$ cat config.mk
export PLATFORM = sky130hd
export DESIGN_NAME = csb_seq
export DESIGN_NICKNAME = d
export VERILOG_FILES = /design/src/rtl/csb_pkg.sv /design/src/rtl/csb_op_tracker.sv /design/src/rtl/csb_seq.sv
export SDC_FILE = /design/constraint.sdc
export NUM_CORES = 1
export LEC_CHECK = 0
export CAP_MARGIN = 15
export CORE_MARGIN = 1
export CORE_UTILIZATION = 40
export DETAILED_ROUTE_END_ITERATION = 8
export DONT_BUFFER_PORTS = 1
export PLACE_DENSITY = 0.64
export SKIP_CTS_REPAIR_TIMING = 1
export SLEW_MARGIN = 20
export SYNTH_ARGS = -nofsm -noshare
export SYNTH_HDL_FRONTEND = slang
export SYNTH_HIERARCHICAL = 1
export SYNTH_SLANG_ARGS = --single-unit
$ cat constraint.sdc
create_clock -name clk -period 3.8 [get_ports clk]
set_input_delay 0.76 -clock clk [delete_from_list [all_inputs] [get_ports clk]]
set_output_delay 0.76 -clock clk [all_outputs]
set_load 0.1 [all_outputs]
$ cat src/rtl/csb_pkg.sv
// Shared definitions for the command sequencer: FSM state codes, op_type codes,
// command word layout and the op_type to engine mapping.
package csb_pkg;

  typedef enum logic [2:0] {
    ST_IDLE    = 3'd0,
    ST_COLLECT = 3'd1,
    ST_ISSUE   = 3'd2,
    ST_WAIT_OP = 3'd3,
    ST_FINISH  = 3'd4,
    ST_ERROR   = 3'd5
  } state_t;

  localparam logic [2:0] OP_CONV_A  = 3'd1;
  localparam logic [2:0] OP_CONV_B  = 3'd2;
  localparam logic [2:0] OP_CONV_C  = 3'd3;
  localparam logic [2:0] OP_MAXPOOL = 3'd4;
  localparam logic [2:0] OP_AVEPOOL = 3'd5;

  localparam int WORD_CTRL  = 0;
  localparam int WORD_CH    = 1;
  localparam int WORD_SIDE  = 2;
  localparam int WORD_WADDR = 3;
  localparam int WORD_DADDR = 4;
  localparam int WORD_RADDR = 5;

  localparam logic [1:0] ENG_CONV    = 2'd0;
  localparam logic [1:0] ENG_MAXPOOL = 2'd1;
  localparam logic [1:0] ENG_AVEPOOL = 2'd2;

  function automatic logic op_legal(input logic [2:0] op);
    logic ok;
    case (op)
      OP_CONV_A, OP_CONV_B, OP_CONV_C, OP_MAXPOOL, OP_AVEPOOL: ok = 1'b1;
      default: ok = 1'b0;
    endcase
    return ok;
  endfunction

  function automatic logic [1:0] op_engine(input logic [2:0] op);
    logic [1:0] eng;
    case (op)
      OP_CONV_A, OP_CONV_B, OP_CONV_C: eng = ENG_CONV;
      OP_MAXPOOL:                      eng = ENG_MAXPOOL;
      OP_AVEPOOL:                      eng = ENG_AVEPOOL;
      default:                         eng = ENG_CONV;
    endcase
    return eng;
  endfunction

endpackage

$ cat src/rtl/csb_op_tracker.sv
// Surface/channel progress of the running op. Each engine pulse finishes one surface;
// a full surface sweep finishes PARA output channels, the last sweep may be ragged.
module csb_op_tracker #(
  parameter int CNT_W = 16,
  parameter int PARA  = 16
) (
  input  logic             clk,
  input  logic             rst_n,
  input  logic             i_clr,
  input  logic             i_pulse,
  input  logic [CNT_W-1:0] i_o_ch,
  input  logic [CNT_W-1:0] i_o_surf,
  output logic             o_op_last
);

  localparam logic [CNT_W:0] C_PARA = (CNT_W+1)'(PARA);

  logic [CNT_W-1:0] r_surf;
  logic [CNT_W-1:0] r_ch;
  logic             w_surf_last;
  logic [CNT_W:0]   w_ch_next;
  logic             w_ch_done;

  assign w_surf_last = (r_surf == (i_o_surf - CNT_W'(1)));
  // one extra bit so ch+PARA cannot wrap before the compare
  assign w_ch_next   = {1'b0, r_ch} + C_PARA;
  assign w_ch_done   = (w_ch_next >= {1'b0, i_o_ch});
  assign o_op_last   = i_pulse && w_surf_last && w_ch_done;

  always_ff @(posedge clk or negedge rst_n) begin
    if (!rst_n) begin
      r_surf <= {CNT_W{1'b0}};
      r_ch   <= {CNT_W{1'b0}};
    end else if (i_clr || o_op_last) begin
      r_surf <= {CNT_W{1'b0}};
      r_ch   <= {CNT_W{1'b0}};
    end else if (i_pulse) begin
      if (w_surf_last) begin
        r_surf <= {CNT_W{1'b0}};
        r_ch   <= w_ch_next[CNT_W-1:0];
      end else begin
        r_surf <= r_surf + CNT_W'(1);
        r_ch   <= r_ch;
      end
    end else begin
      r_surf <= r_surf;
      r_ch   <= r_ch;
    end
  end

endmodule

$ cat src/rtl/csb_seq.sv
// Command sequencer: collects multi-word layer commands from an FWFT FIFO, dispatches
// each to one engine, tracks its progress and raises a sticky irq after the program.
module csb_seq #(
  parameter int CMD_W     = 32,
  parameter int CMD_WORDS = 6,
  parameter int PARA      = 16,
  parameter int CNT_W     = 16,
  parameter int ADDR_W    = 32,
  parameter int N_ENG     = 3
) (
  input  logic              clk,
  input  logic              rst_n,
  input  logic              op_en,
  input  logic              abort,
  input  logic              irq_clr,
  input  logic [6:0]        cmd_size,
  input  logic [9:0]        cmd_fifo_wr_count,
  input  logic              cmd_fifo_empty,
  input  logic [CMD_W-1:0]  cmd,
  output logic              cmd_fifo_rd_en,
  output logic              dma_reads_en,
  output logic [N_ENG-1:0]  eng_ready,
  input  logic [N_ENG-1:0]  eng_valid,
  output logic [2:0]        op_type,
  output logic              padding,
  output logic [3:0]        stride,
  output logic [19:0]       op_num,
  output logic [CNT_W-1:0]  i_ch,
  output logic [CNT_W-1:0]  o_ch,
  output logic [7:0]        i_side,
  output logic [7:0]        o_side,
  output logic [CNT_W-1:0]  o_surf,
  output logic [ADDR_W-1:0] weight_addr,
  output logic [ADDR_W-1:0] data_addr,
  output logic [ADDR_W-1:0] result_addr,
  output logic              engine_reset,
  output logic              irq,
  output logic              err,
  output logic [6:0]        cmd_idx
);
  import csb_pkg::*;

  localparam int WIDX_W = $clog2(CMD_WORDS);
  localparam logic [WIDX_W-1:0] C_LAST_WORD = WIDX_W'(CMD_WORDS - 1);

  state_t            r_state;
  state_t            w_next;
  logic [WIDX_W-1:0] r_word;
  logic              w_pop;
  logic              w_issue_ok;
  logic              w_prog_last;
  logic              w_pulse;
  logic              w_op_last;
  logic              w_trk_clr;
  logic              w_start;
  logic [1:0]        w_eng;
  logic [12:0]       w_need;

  logic [N_ENG-1:0]  r_eng_ready;
  logic              r_dma;
  logic              r_engine_reset;
  logic              r_irq;
  logic              r_err;
  logic [6:0]        r_cmd_idx;
  logic [2:0]        r_op_type;
  logic              r_padding;
  logic [3:0]        r_stride;
  logic [19:0]       r_op_num;
  logic [CNT_W-1:0]  r_i_ch;
  logic [CNT_W-1:0]  r_o_ch;
  logic [7:0]        r_i_side;
  logic [7:0]        r_o_side;
  logic [CNT_W-1:0]  r_o_surf;
  logic [ADDR_W-1:0] r_weight_addr;
  logic [ADDR_W-1:0] r_data_addr;
  logic [ADDR_W-1:0] r_result_addr;

  assign w_issue_ok  = op_legal(r_op_type) && (r_o_ch != {CNT_W{1'b0}}) &&
                       (r_o_surf != {CNT_W{1'b0}}) && (cmd_size != 7'd0);
  assign w_prog_last = ((r_cmd_idx + 7'd1) == cmd_size);
  assign w_eng       = op_engine(r_op_type);
  assign w_start     = (r_state == ST_IDLE) && op_en && !abort;
  // eng_ready is one-hot on the dispatched engine, so it doubles as the valid mask
  assign w_pulse     = (r_state == ST_WAIT_OP) && !abort && (|(eng_valid & r_eng_ready));
  assign w_trk_clr   = abort || (r_state == ST_ISSUE);
  assign w_need      = 13'(cmd_size) * 13'(CMD_WORDS);

  csb_op_tracker #(
    .CNT_W (CNT_W),
    .PARA  (PARA)
  ) u_tracker (
    .clk       (clk),
    .rst_n     (rst_n),
    .i_clr     (w_trk_clr),
    .i_pulse   (w_pulse),
    .i_o_ch    (r_o_ch),
    .i_o_surf  (r_o_surf),
    .o_op_last (w_op_last)
  );

  always_comb begin
    w_next = r_state;
    w_pop  = 1'b0;
    if (abort) begin
      w_next = ST_IDLE;
    end else begin
      case (r_state)
        ST_IDLE:    w_next = op_en ? ST_COLLECT : ST_IDLE;
        ST_COLLECT: begin
          w_pop  = !cmd_fifo_empty;
          w_next = (w_pop && (r_word == C_LAST_WORD)) ? ST_ISSUE : ST_COLLECT;
        end
        ST_ISSUE:   w_next = w_issue_ok ? ST_WAIT_OP : ST_ERROR;
        ST_WAIT_OP: begin
          if (w_op_last) begin
            w_next = w_prog_last ? ST_FINISH : ST_COLLECT;
          end else begin
            w_next = ST_WAIT_OP;
          end
        end
        ST_FINISH:  w_next = irq_clr ? ST_IDLE : ST_FINISH;
        ST_ERROR:   w_next = ST_ERROR;
        default:    w_next = ST_IDLE;
      endcase
    end
  end

  assign cmd_fifo_rd_en = w_pop;

  always_ff @(posedge clk or negedge rst_n) begin
    if (!rst_n) begin
      r_state        <= ST_IDLE;
      r_word         <= {WIDX_W{1'b0}};
      r_eng_ready    <= {N_ENG{1'b0}};
      r_engine_reset <= 1'b1;
    end else begin
      r_state        <= w_next;
      if (w_pop) begin
        r_word <= (r_word == C_LAST_WORD) ? {WIDX_W{1'b0}} : r_word + WIDX_W'(1);
      end else if (r_state != ST_COLLECT) begin
        r_word <= {WIDX_W{1'b0}};
      end else begin
        r_word <= r_word;
      end
      if (w_next != ST_WAIT_OP) begin
        r_eng_ready <= {N_ENG{1'b0}};
      end else if (r_state == ST_ISSUE) begin
        r_eng_ready <= N_ENG'(1'b1) << w_eng;
      end else begin
        r_eng_ready <= r_eng_ready;
      end
      r_engine_reset <= (w_next != ST_WAIT_OP);
    end
  end

  always_ff @(posedge clk or negedge rst_n) begin
    if (!rst_n) begin
      r_dma     <= 1'b0;
      r_irq     <= 1'b0;
      r_err     <= 1'b0;
      r_cmd_idx <= 7'd0;
    end else begin
      if (abort) begin
        r_dma <= 1'b0;
      end else if (w_start) begin
        r_dma <= 1'b1;
      end else if ({3'd0, cmd_fifo_wr_count} >= w_need) begin
        r_dma <= 1'b0;
      end else begin
        r_dma <= r_dma;
      end
      // irq follows FINISH by one cycle and stays until cleared
      if (abort) begin
        r_irq <= 1'b0;
      end else if (r_state == ST_FINISH) begin
        r_irq <= !irq_clr;
      end else begin
        r_irq <= r_irq;
      end
      if (w_start) begin
        r_err <= 1'b0;
      end else if ((r_state == ST_ISSUE) && !abort && !w_issue_ok) begin
        r_err <= 1'b1;
      end else begin
        r_err <= r_err;
      end
      if (w_start) begin
        r_cmd_idx <= 7'd0;
      end else if (w_op_last) begin
        r_cmd_idx <= r_cmd_idx + 7'd1;
      end else begin
        r_cmd_idx <= r_cmd_idx;
      end
    end
  end

  always_ff @(posedge clk or negedge rst_n) begin
    if (!rst_n) begin
      r_op_type     <= 3'd0;
      r_padding     <= 1'b0;
      r_stride      <= 4'd0;
      r_op_num      <= 20'd0;
      r_i_ch        <= {CNT_W{1'b0}};
      r_o_ch        <= {CNT_W{1'b0}};
      r_i_side      <= 8'd0;
      r_o_side      <= 8'd0;
      r_o_surf      <= {CNT_W{1'b0}};
      r_weight_addr <= {ADDR_W{1'b0}};
      r_data_addr   <= {ADDR_W{1'b0}};
      r_result_addr <= {ADDR_W{1'b0}};
    end else if (w_pop) begin
      case (r_word)
        WIDX_W'(WORD_CTRL): begin
          r_op_type <= cmd[2:0];
          r_padding <= cmd[3];
          r_stride  <= cmd[7:4];
          r_op_num  <= cmd[27:8];
        end
        WIDX_W'(WORD_CH): begin
          r_i_ch <= CNT_W'(cmd[15:0]);
          r_o_ch <= CNT_W'(cmd[31:16]);
        end
        WIDX_W'(WORD_SIDE): begin
          r_i_side <= cmd[7:0];
          r_o_side <= cmd[15:8];
          r_o_surf <= CNT_W'(cmd[31:16]);
        end
        WIDX_W'(WORD_WADDR): r_weight_addr <= ADDR_W'(cmd);
        WIDX_W'(WORD_DADDR): r_data_addr   <= ADDR_W'(cmd);
        WIDX_W'(WORD_RADDR): r_result_addr <= ADDR_W'(cmd);
        default: ;
      endcase
    end
  end

  assign dma_reads_en = r_dma;
  assign eng_ready    = r_eng_ready;
  assign engine_reset = r_engine_reset;
  assign irq          = r_irq;
  assign err          = r_err;
  assign cmd_idx      = r_cmd_idx;
  assign op_type      = r_op_type;
  assign padding      = r_padding;
  assign stride       = r_stride;
  assign op_num       = r_op_num;
  assign i_ch         = r_i_ch;
  assign o_ch         = r_o_ch;
  assign i_side       = r_i_side;
  assign o_side       = r_o_side;
  assign o_surf       = r_o_surf;
  assign weight_addr  = r_weight_addr;
  assign data_addr    = r_data_addr;
  assign result_addr  = r_result_addr;

endmodule

# [Word-level counts from Yosys, hierarchy flattened]
# Cells that the tools add are included.
[totals] register_bits=240 inputBits=58 output_inout_bits=203 elab_cells=123
[op_classes] addsub=5 n_mul=1 order_cmp=2 eq_ne=19 n_shift=1 muxes=32 n_bitwise=1 reduce_logical=40
[ops] cell="16-bit two-way mux" n=6
[ops] cell="16-bit nonzero test" n=2
[ops] cell="3-bit two-way mux" n=10
[ops] cell="3-bit by 2-bit equality test with 1-bit output (second input constant)" n=6
[ops] cell="3-bit equality test (second input constant)" n=6
[ops] cell="3-bit one-hot mux with 6 select lines" n=1
[ops] cell="16-bit by 5-bit adder with 17-bit output (second input constant)" n=1
[ops] cell="17-bit by 16-bit >= comparator with 1-bit output" n=1
[ops] cell="16-bit by 1-bit adder with 16-bit output (second input constant)" n=1
[ops] cell="16-bit equality test" n=1
[ops] cell="16-bit by 1-bit subtractor with 16-bit output (second input constant)" n=1
[ops] cell="7-bit two-way mux" n=2
[ops] cell="2-bit AND reduction" n=7
[ops] cell="2-bit nonzero test" n=7
[ops] cell="1-bit logical AND" n=12
[ops] cell="1-bit two-way mux" n=11
[ops] cell="10-bit >= comparator" n=1
[ops] cell="3-bit by 1-bit equality test with 1-bit output (second input constant)" n=3
[ops] cell="7-bit by 2-bit multiplier with 9-bit output (second input constant)" n=1
[ops] cell="7-bit by 1-bit adder with 7-bit output (second input constant)" n=1
[ops] cell="7-bit equality test" n=1
[ops] cell="7-bit nonzero test" n=1
[ops] cell="3-bit logical NOT" n=2
[ops] cell="5-bit OR reduction" n=1
[ops] cell="11 further kinds" n=15

# [Logic depth before layout (Yosys ltp)]
# Gate-level depths: netlist of the first run.
[logic_depth] ltp_word=11 mapped_depth=19 ltp_nobuf=17

# [By module]
# The synthesis of the first run kept the hierarchy.
[modules_own_cells] mod="csb_seq" instances=1 cells_per_inst=606 area_each_um2=8892.3 seq_area_each_um2=5206.2
[modules_own_cells] mod="csb_op_tracker" instances=1 cells_per_inst=318 area_each_um2=2630.0 seq_area_each_um2=700.7

# [Least setup slack after synthesis of the first run]
# Ideal clock, no wire load.
[synth_timing] path_type="reg-to-reg" startpoint="register r_o_surf[0] (netlist: o_surf[0])" endpoint="register r_cmd_idx[5] (netlist: cmd_idx[5])" setup_time_ns=0.078 t_arrival_ns=3.809 setup_slack_ns=-0.087 stages_incl_launch_ff=15 n_path_buf=2 period_less_slack_ns=3.887 cell_sequence="dfrtp_1 inv_1 ha_1 nor3b_1 a211oi_1 o2111a_1 nand3_1 nor4_2 nand4_2 clkbuf_1 nor2_1 clkbuf_1 nand4_1 or3_1 a21oi_1"
[synth_via] elab_chain_len=5
[synth_rtl] element="start, declared" line="csb_seq.sv:73" source="logic [CNT_W-1:0] r_o_surf;"
[synth_rtl] element="start signal, assigned" line="csb_seq.sv:207" source="r_o_surf <= {CNT_W{1'b0}};"
[synth_rtl] element="start signal, assigned" line="csb_seq.sv:226" source="r_o_surf <= CNT_W'(cmd[31:16]);"
[synth_rtl] element="16-bit by 1-bit subtractor with 16-bit output" line="csb_op_tracker.sv:24" source="assign w_surf_last = (r_surf == (i_o_surf - CNT_W'(1)));"
[synth_rtl] element="16-bit equality test" line="csb_op_tracker.sv:24"
[synth_rtl] element="1-bit logical AND (2 in a row)" line="csb_op_tracker.sv:28" source="assign o_op_last = i_pulse && w_surf_last && w_ch_done;"
[synth_rtl] element="net w_op_last" line="csb_seq.sv:53" source="logic w_op_last;"
[synth_rtl] element="2-bit nonzero test (no source line)"
[synth_rtl] element="end signal, assigned" line="csb_seq.sv:190" source="r_cmd_idx <= r_cmd_idx + 7'd1;"
[synth_rtl] element="end signal, assigned" line="csb_seq.sv:192" source="r_cmd_idx <= r_cmd_idx;"
[synth_rtl] element="end, declared" line="csb_seq.sv:64" source="logic [6:0] r_cmd_idx;"
# The timed path passes the listed nets, and every way through them passes these cells.
# A chain may end at the register's enable or synchronous reset.

# [Worst setup path in the final report of the first run]
[layout_timing] startpoint="register u_tracker.r_ch[4]" endpoint="register r_cmd_idx[5] (netlist: cmd_idx[5])"
[layout_via] elab_chain_len=4
[layout_rtl] element="start, declared" line="csb_op_tracker.sv:19" source="logic [CNT_W-1:0] r_ch;"
[layout_rtl] element="start signal, assigned" line="csb_op_tracker.sv:33" source="r_ch <= {CNT_W{1'b0}};"
[layout_rtl] element="start signal, assigned" line="csb_op_tracker.sv:36" source="r_ch <= {CNT_W{1'b0}};"
[layout_rtl] element="start signal, assigned" line="csb_op_tracker.sv:40" source="r_ch <= w_ch_next[CNT_W-1:0];"
[layout_rtl] element="16-bit by 5-bit adder with 17-bit output" line="csb_op_tracker.sv:26" source="assign w_ch_next = {1'b0, r_ch} + C_PARA;"
[layout_rtl] element="17-bit by 16-bit >= comparator with 1-bit output" line="csb_op_tracker.sv:27" source="assign w_ch_done = (w_ch_next >= {1'b0, i_o_ch});"
[layout_rtl] element="1-bit logical AND" line="csb_op_tracker.sv:28"
[layout_rtl] element="net w_op_last" line="csb_seq.sv:53"
[layout_rtl] element="2-bit nonzero test (no source line)"
# The timed path passes the listed nets, and every way through them passes these cells.

==> impl_metrics.env, run 1 <==
export IMPL_design_area_mm2=0.0131
export IMPL_totalWireLength_um=30100
export IMPL_yosys_cell_count_top_type="dfrtp_1"
export IMPL_final_nets=1065
export IMPL_max_freq_ghz=0.284
export IMPL_dr_pass1_iters=5
export IMPL_met1_usage=0.259
export IMPL_gp_congestion=0.838
export IMPL_r2r_cells=16
export IMPL_hold_path_class="input port to async pin"
export IMPL_slew_viol_final=0
export IMPL_synth_edf_count=0
export IMPL_period_needed_ns=3.53
export IMPL_cpPeakStageDelay_ns=0.39
export IMPL_grt_pass1_wl_um=46000
export IMPL_swShare=0.381
export IMPL_syn_nets=1020
export IMPL_num_io_pins=261
export IMPL_drv_cap=0
export IMPL_post_drt_wl_per_cell_um=22.1
export IMPL_cts_inserted_buffers=26
export IMPL_finalClockSkew_ns=0.0260
export IMPL_worst_pin_slew_ns=1.05
export IMPL_arrival_ns=3.96
export IMPL_synth_ff_latch_count=236
export IMPL_p_seq_frac=0.530
export IMPL_worst_ir_drop_vdd_uv=395
export IMPL_ys_warn_count=6
export IMPL_dieArea_mm2=0.0295
export IMPL_cp_required_ns=4.24
export IMPL_synthFlopType="dfrtp_1"
export IMPL_p_per_area_mw_per_mm2=570
export IMPL_first_iter_violations=364
export IMPL_use_met2=0.338
export IMPL_area_growth_pct=13.8
export IMPL_clockBufferDepth=3
export IMPL_antenna_found_initial=0
export IMPL_die_y_um=172
export IMPL_worst_path_max_fanout=7
export IMPL_synthTopCellsByArea="dfrtp_1 51%, mux2_2 16%, ha_1 4.0%"
export IMPL_slew_headroom=0.301
export IMPL_synth_common_cells="235 x dfrtp_1, 162 x mux2_2, 45 x nand2_1, 37 x ha_1, 37 x nor2_1"
export IMPL_ant_nets=0
export IMPL_cts_clk_slew_worst_paths_ns=0.06
export IMPL_p_leak_nw=6.22
export IMPL_hpwl_um=20800
export IMPL_rsz0062_at_grt="false"
export IMPL_criticalPathCategory="register to register"
export IMPL_finalSetupViolCount=0
export IMPL_crit_chain="ha_1, nand3_2, nor2_2, nand3_1, xnor2_1, ha_1, nand2_1, o21a_1, a21boi_0, a2111oi_1, or2_2, nor2_1, buf_4, nand4_1, or3_1, a21oi_1"
export IMPL_core_area_mm2=0.0281
export IMPL_gr_usage_all_layers=0.204
export IMPL_async_flop_share=1.00
export IMPL_diodes=0
export IMPL_grt_pass1_vias=7793
export IMPL_crit_path_start_kind="register"
export IMPL_placed_area_mm2=0.0122
export IMPL_vias=7537
export IMPL_outcome="finished, violations left"
export IMPL_synth_area_mm2=0.0115
export IMPL_period_share=0.928
export IMPL_num_rows=61
export IMPL_grt_max_degree=237
export IMPL_fin_tns_setup_ns=0
export IMPL_cts_tree="built"
export IMPL_crit_slowest_cell="dfrtp_1"
export IMPL_synth_top_area_share=0.510
export IMPL_endpoint_kind="register"
export IMPL_fillers=2559
export IMPL_cts_root_buf="clkbuf_16"
export IMPL_switchingPower_mw=2.85
export IMPL_drive_above_1_share=0.311
export IMPL_cp_common_cell="ha_1"
export IMPL_p_int_mw=4.62
export IMPL_die_w_um=172
export IMPL_syn_avg_cell_area_um2=12.5
export IMPL_hold_violations=100
export IMPL_synth_cell_type_count=74
export IMPL_gr_total_overflow=0
export IMPL_portBuffers=0
export IMPL_drc=0
export IMPL_gr_usage_met3=0.0621
export IMPL_clkPwrFrac=0.352
export IMPL_cts_htree_levels=1
export IMPL_clock_latency_ns=0.53
export IMPL_busiest_layer="met2"
export IMPL_yosysTopAreaCell="dfrtp_1"
export IMPL_vias_per_cell=5.52
export IMPL_numClockSinks=236
export IMPL_synth_seq_area_share=0.513
export IMPL_combPwrFrac=0.117
export IMPL_initial_core_util=0.410
export IMPL_worst_hold_slack_ns=-0.0791
export IMPL_syn_inst=924
export IMPL_violations="hold timing"
through the flow:
| step | worst slack (ns) | power (mW) | std cells | utilization |
|---|---|---|---|---|
| final | 0.273 | 7.47 | 1366 | 0.467 |
| after CTS | 0.230 | 7.55 | 1365 | 0.466 |
| after global placement | 0.378 | 4.87 | 1318 | 0.434 |
| after global routing | 0.0312 | 7.72 | 1366 | 0.467 |
| after floorplan | 0.0694 | 4.65 | 924 | - |
| after detailed placement | 0.266 | 4.88 | 1318 | 0.434 |
registers in the layout, indices dropped and copies added (netlist names):
signal / count
data_addr: 32
u_tracker/r_surf: 16
engine_reset: 1
o_side: 8
i_ch: 16
r_word: 3
weight_addr: 32
op_num: 20
stride: 4
padding: 1
o_ch: 16
eng_ready: 3
u_tracker/r_ch: 12
irq: 1
r_state: 3
o_surf: 16
cmd_idx: 7
dma_reads_en: 1
op_type: 3
i_side: 8
err: 1
result_addr: 32
power groups by stage:
stage / clock network [mW] / logic, mW / registers (mW)
global route: 2.80 / 0.940 / 3.98
global placement: 0 / 0.859 / 4.01
floorplan: 0 / 0.454 / 4.20
finish: 2.63 / 0.876 / 3.96
CTS: 2.70 / 0.879 / 3.96
detailed placement: 0 / 0.876 / 4.01
kinds of logic (layout without fill, tap and decap cells):
kind of cell    after synthesis  in the layout  synth area share
compound gates              109            109            0.0653
xor+xnor                     44             44            0.0334
fa+ha+maj                    38             38            0.0419
buf+inv                      75            139            0.0333
flops                       236            236             0.513
mux                         198            198             0.199
simple gates                224            224             0.114
routing by layer:
| layer | share of wire | vias to the layer above |
|---|---|---|
| li1 | - | 3418 |
| met1 | 0.41 | 3848 |
| met2 | 0.49 | 234 |
| met3 | 0.085 | 37 |
| met4 | 0.019 | 0 |
| met5 | 0 | - |
final cells by class:
class	count	area, um2	share of cell area
sequential	236	5910	0.451
multi-input combinational	613	5250	0.401
clock buffer	37	763	0.0582
tap	378	473	0.0361
timing repair buffer	56	433	0.0330
clock inverter	10	143	0.0109
inverter	36	135	0.0103
path summary, 6_finish.rpt:
path | startpoint | endpoint | slack, ns
worst max-delay path | u_tracker/r_ch[4] | cmd_idx[5] | 0.27
worst min-delay path | rst_n | o_surf[11] | -0.08
worst max register to register | u_tracker/r_ch[4] | cmd_idx[5] | 0.27
worst min register to register | u_tracker/r_ch[5] | u_tracker/r_ch[5] | 0.56
max in group asynchronous | rst_n | r_state[0] | 3.42
min in group clk | abort | irq | 0.31
cells in the final DEF, fill, tap and decap left out, drive strengths merged, types with 18 or more instances in the layout:
| cell | count |
|---|---|
| dfrtp | 235 |
| mux2 | 188 |
| buf | 56 |
| nand2 | 45 |
| ha | 37 |
| nor2 | 37 |
| clkbuf | 37 |
| inv | 36 |
| a21oi | 26 |
| xnor2 | 26 |
| nand3 | 26 |
| xor2 | 18 |
| nor4 | 18 |
critical path: cells and delay by family, from the launching register on:
family / cells / cell delay, ns
and+or+nand+nor: 8 / 1.45
AOI/OAI and AO/OA: 4 / 0.65
xor gates and xnor gates: 1 / 0.17
DFF: 1 / 0.39
buffers and inverters: 1 / 0.20
adders and majority gates: 2 / 0.58
Power figures use the tool's default switching activity.
==> run 2, diff against run 1 <==
CORE_UTILIZATION = 47   (was 40)
CTS_CLUSTER_DIAMETER = 150   (was unset)
PLACE_DENSITY = 0.7   (was 0.64)
clock period = 3.7 ns   (was 3.8 ns; I/O delays follow)
==> run 2 against run 1 <==
Net effect: the run still ends with hold timing left; flip-flop and latch count unchanged; critical path type unchanged; first-iteration DRC count up 12%; sequential power up 3%.
==> impl_metrics.env, run 2 (synthesis results as in run 1) <==
export IMPL_area_growth_pct=13.8
export IMPL_cts_inserted_buffers=26
export IMPL_grt_pass1_wl_um=45200
export IMPL_crit_path_start_kind="register"
export IMPL_antenna_found_initial=0
export IMPL_worst_path_max_fanout=7
export IMPL_worst_hold_slack_ns=-0.0924
export IMPL_cts_root_buf="clkbuf_16"
export IMPL_r2r_end="cmd_idx[5]"
export IMPL_cts_tree="built"
export IMPL_timing_rr_start="u_tracker/r_ch[5]"
export IMPL_outcome="finished, violations left"
export IMPL_cp_required_ns=4.13
export IMPL_hold_violations=235
export IMPL_max_freq_ghz=0.290
export IMPL_finalClockSkew_ns=0.0202
export IMPL_p_leak_nw=6.26
export IMPL_vias_per_cell=5.81
export IMPL_gp_congestion=0.857
export IMPL_multiInputGateArea_mm2=0.00529
export IMPL_hpwl_um=20100
export IMPL_fin_tns_setup_ns=0
export IMPL_slew_headroom=0.288
export IMPL_first_iter_violations=409
export IMPL_num_rows=56
export IMPL_gr_usage_all_layers=0.237
export IMPL_period_needed_ns=3.45
export IMPL_dr_pass1_iters=4
export IMPL_final_common_cell="dfrtp_1"
export IMPL_final_nets=1069
export IMPL_p_per_area_mw_per_mm2=589
export IMPL_finalSetupViolCount=0
export IMPL_r2r_cells=15
export IMPL_grt_max_degree=237
export IMPL_arrival_ns=3.88
export IMPL_drc=0
export IMPL_fin_ws_ns=0.249
export IMPL_worst_ir_drop_vdd_uv=523
export IMPL_hold_path_class="input port to async pin"
export IMPL_slew_viol_final=0
export IMPL_diodes=0
export IMPL_regArea_mm2=0.00591
export IMPL_core_area_mm2=0.0238
export IMPL_rsz0062_at_grt="false"
export IMPL_portBuffers=0
export IMPL_ant_nets=0
export IMPL_place_inst=1261
export IMPL_num_io_pins=261
export IMPL_dieArea_mm2=0.0251
export IMPL_drv_cap=0
export IMPL_pre_cts_ws_ns=0.0747
export IMPL_criticalPathCategory="register to register"
export IMPL_post_drt_wl_per_cell_um=22.5
export IMPL_grt_pass1_vias=7753
export IMPL_initial_core_util=0.485
export IMPL_period_share=0.933
export IMPL_die_w_um=159
export IMPL_vias=7601
export IMPL_mostFrequentLayoutCells="229 x dfrtp_1, 162 x mux2_2, 60 x buf_4"
export IMPL_die_y_um=159
export IMPL_clockBufferDepth=3
export IMPL_worst_pin_slew_ns=1.07
export IMPL_endpoint_kind="register"
export IMPL_drive_above_1_share=0.325
export IMPL_r2r_setup_slack_ns=0.25
export IMPL_violations="hold timing"
export IMPL_fin_cells=1309
export IMPL_clock_latency_ns=0.53
export IMPL_utilization=0.552
export IMPL_cts_clk_slew_worst_paths_ns=0.06
export IMPL_fillers=1941
export IMPL_gr_total_overflow=0
export IMPL_numClockSinks=236
export IMPL_totalWireLength_um=29500
export IMPL_cts_htree_levels=1
==> run 2: cell count changes in the layout (fill, tap and decap cells not counted), sizes merged <==
cell	change
bufinv	+1
clkinvlp	-1
buf	+4
clkinv	+3
clkbuf	-4
inv	-1
==> run 2: stage by stage <==
step | power (mW) | hold slack (ns) | cell area (um2)
after detailed placement | 5.01 | 0.456 | 12100
after floorplan | 4.78 | 0.444 | 11500
after global placement | 4.99 | 0.457 | 12100
after CTS | 7.77 | -0.101 | 13000
after global routing | 7.96 | -0.114 | 13100
final | 7.73 | -0.0924 | 13100
==> run 2: power breakdown <==
part | internal [mW] | leakage (nW) | switching [mW]
logic | 0.364 | 2.64 | 0.547
clock network | 1.70 | 0.447 | 1.04
registers | 2.74 | 3.17 | 1.33
==> run 2: layout make-up <==
cell class,instances,area share
well taps,319,0.0304
clock buffers,33,0.0571
inverters,36,0.0103
clock inverters,12,0.0134
multi-input cells,613,0.403
flip-flops and latches,236,0.451
repair buffers,60,0.0343
==> run 2: layer usage <==
layer  vias to the layer above  track usage  routed length (um)
met2                       276        0.383               14100
met5                         -            0                   0
met3                        55       0.0740                2650
li1                       3420            -                   -
met4                         0       0.0797                 935
met1                      3850        0.300               11900
==> run 2: worst max path at each step <==
stage / slack, ns / from / cells past startpoint / endpoint
CTS: 0.05 / u_tracker/r_ch[4] / 17 / eng_ready[2]
finish: 0.25 / u_tracker/r_ch[5] / 15 / cmd_idx[5]
global route: 0.003 / u_tracker/r_ch[5] / 17 / eng_ready[2]
detailed placement: 0.07 / u_tracker/r_ch[4] / 17 / eng_ready[2]
global placement: 0.26 / u_tracker/r_ch[6] / 15 / cmd_idx[5]
floorplan: 0.0007 / o_surf[6] / 12 / cmd_idx[5]
==> run 2: critical path, stage by stage (launching register included) <==
cell	delay [ns]
dfrtp_1	0.42
and3_1	0.22
nand3_1	0.19
or2_4	0.33
xnor2_1	0.13
ha_1	0.30
nand2_1	0.06
o21a_1	0.19
a21boi_1	0.17
a2111oi_2	0.10
or2_4	0.27
nor2_2	0.15
buf_4	0.19
nand4_1	0.13
or3_1	0.34
a21oi_1	0.15
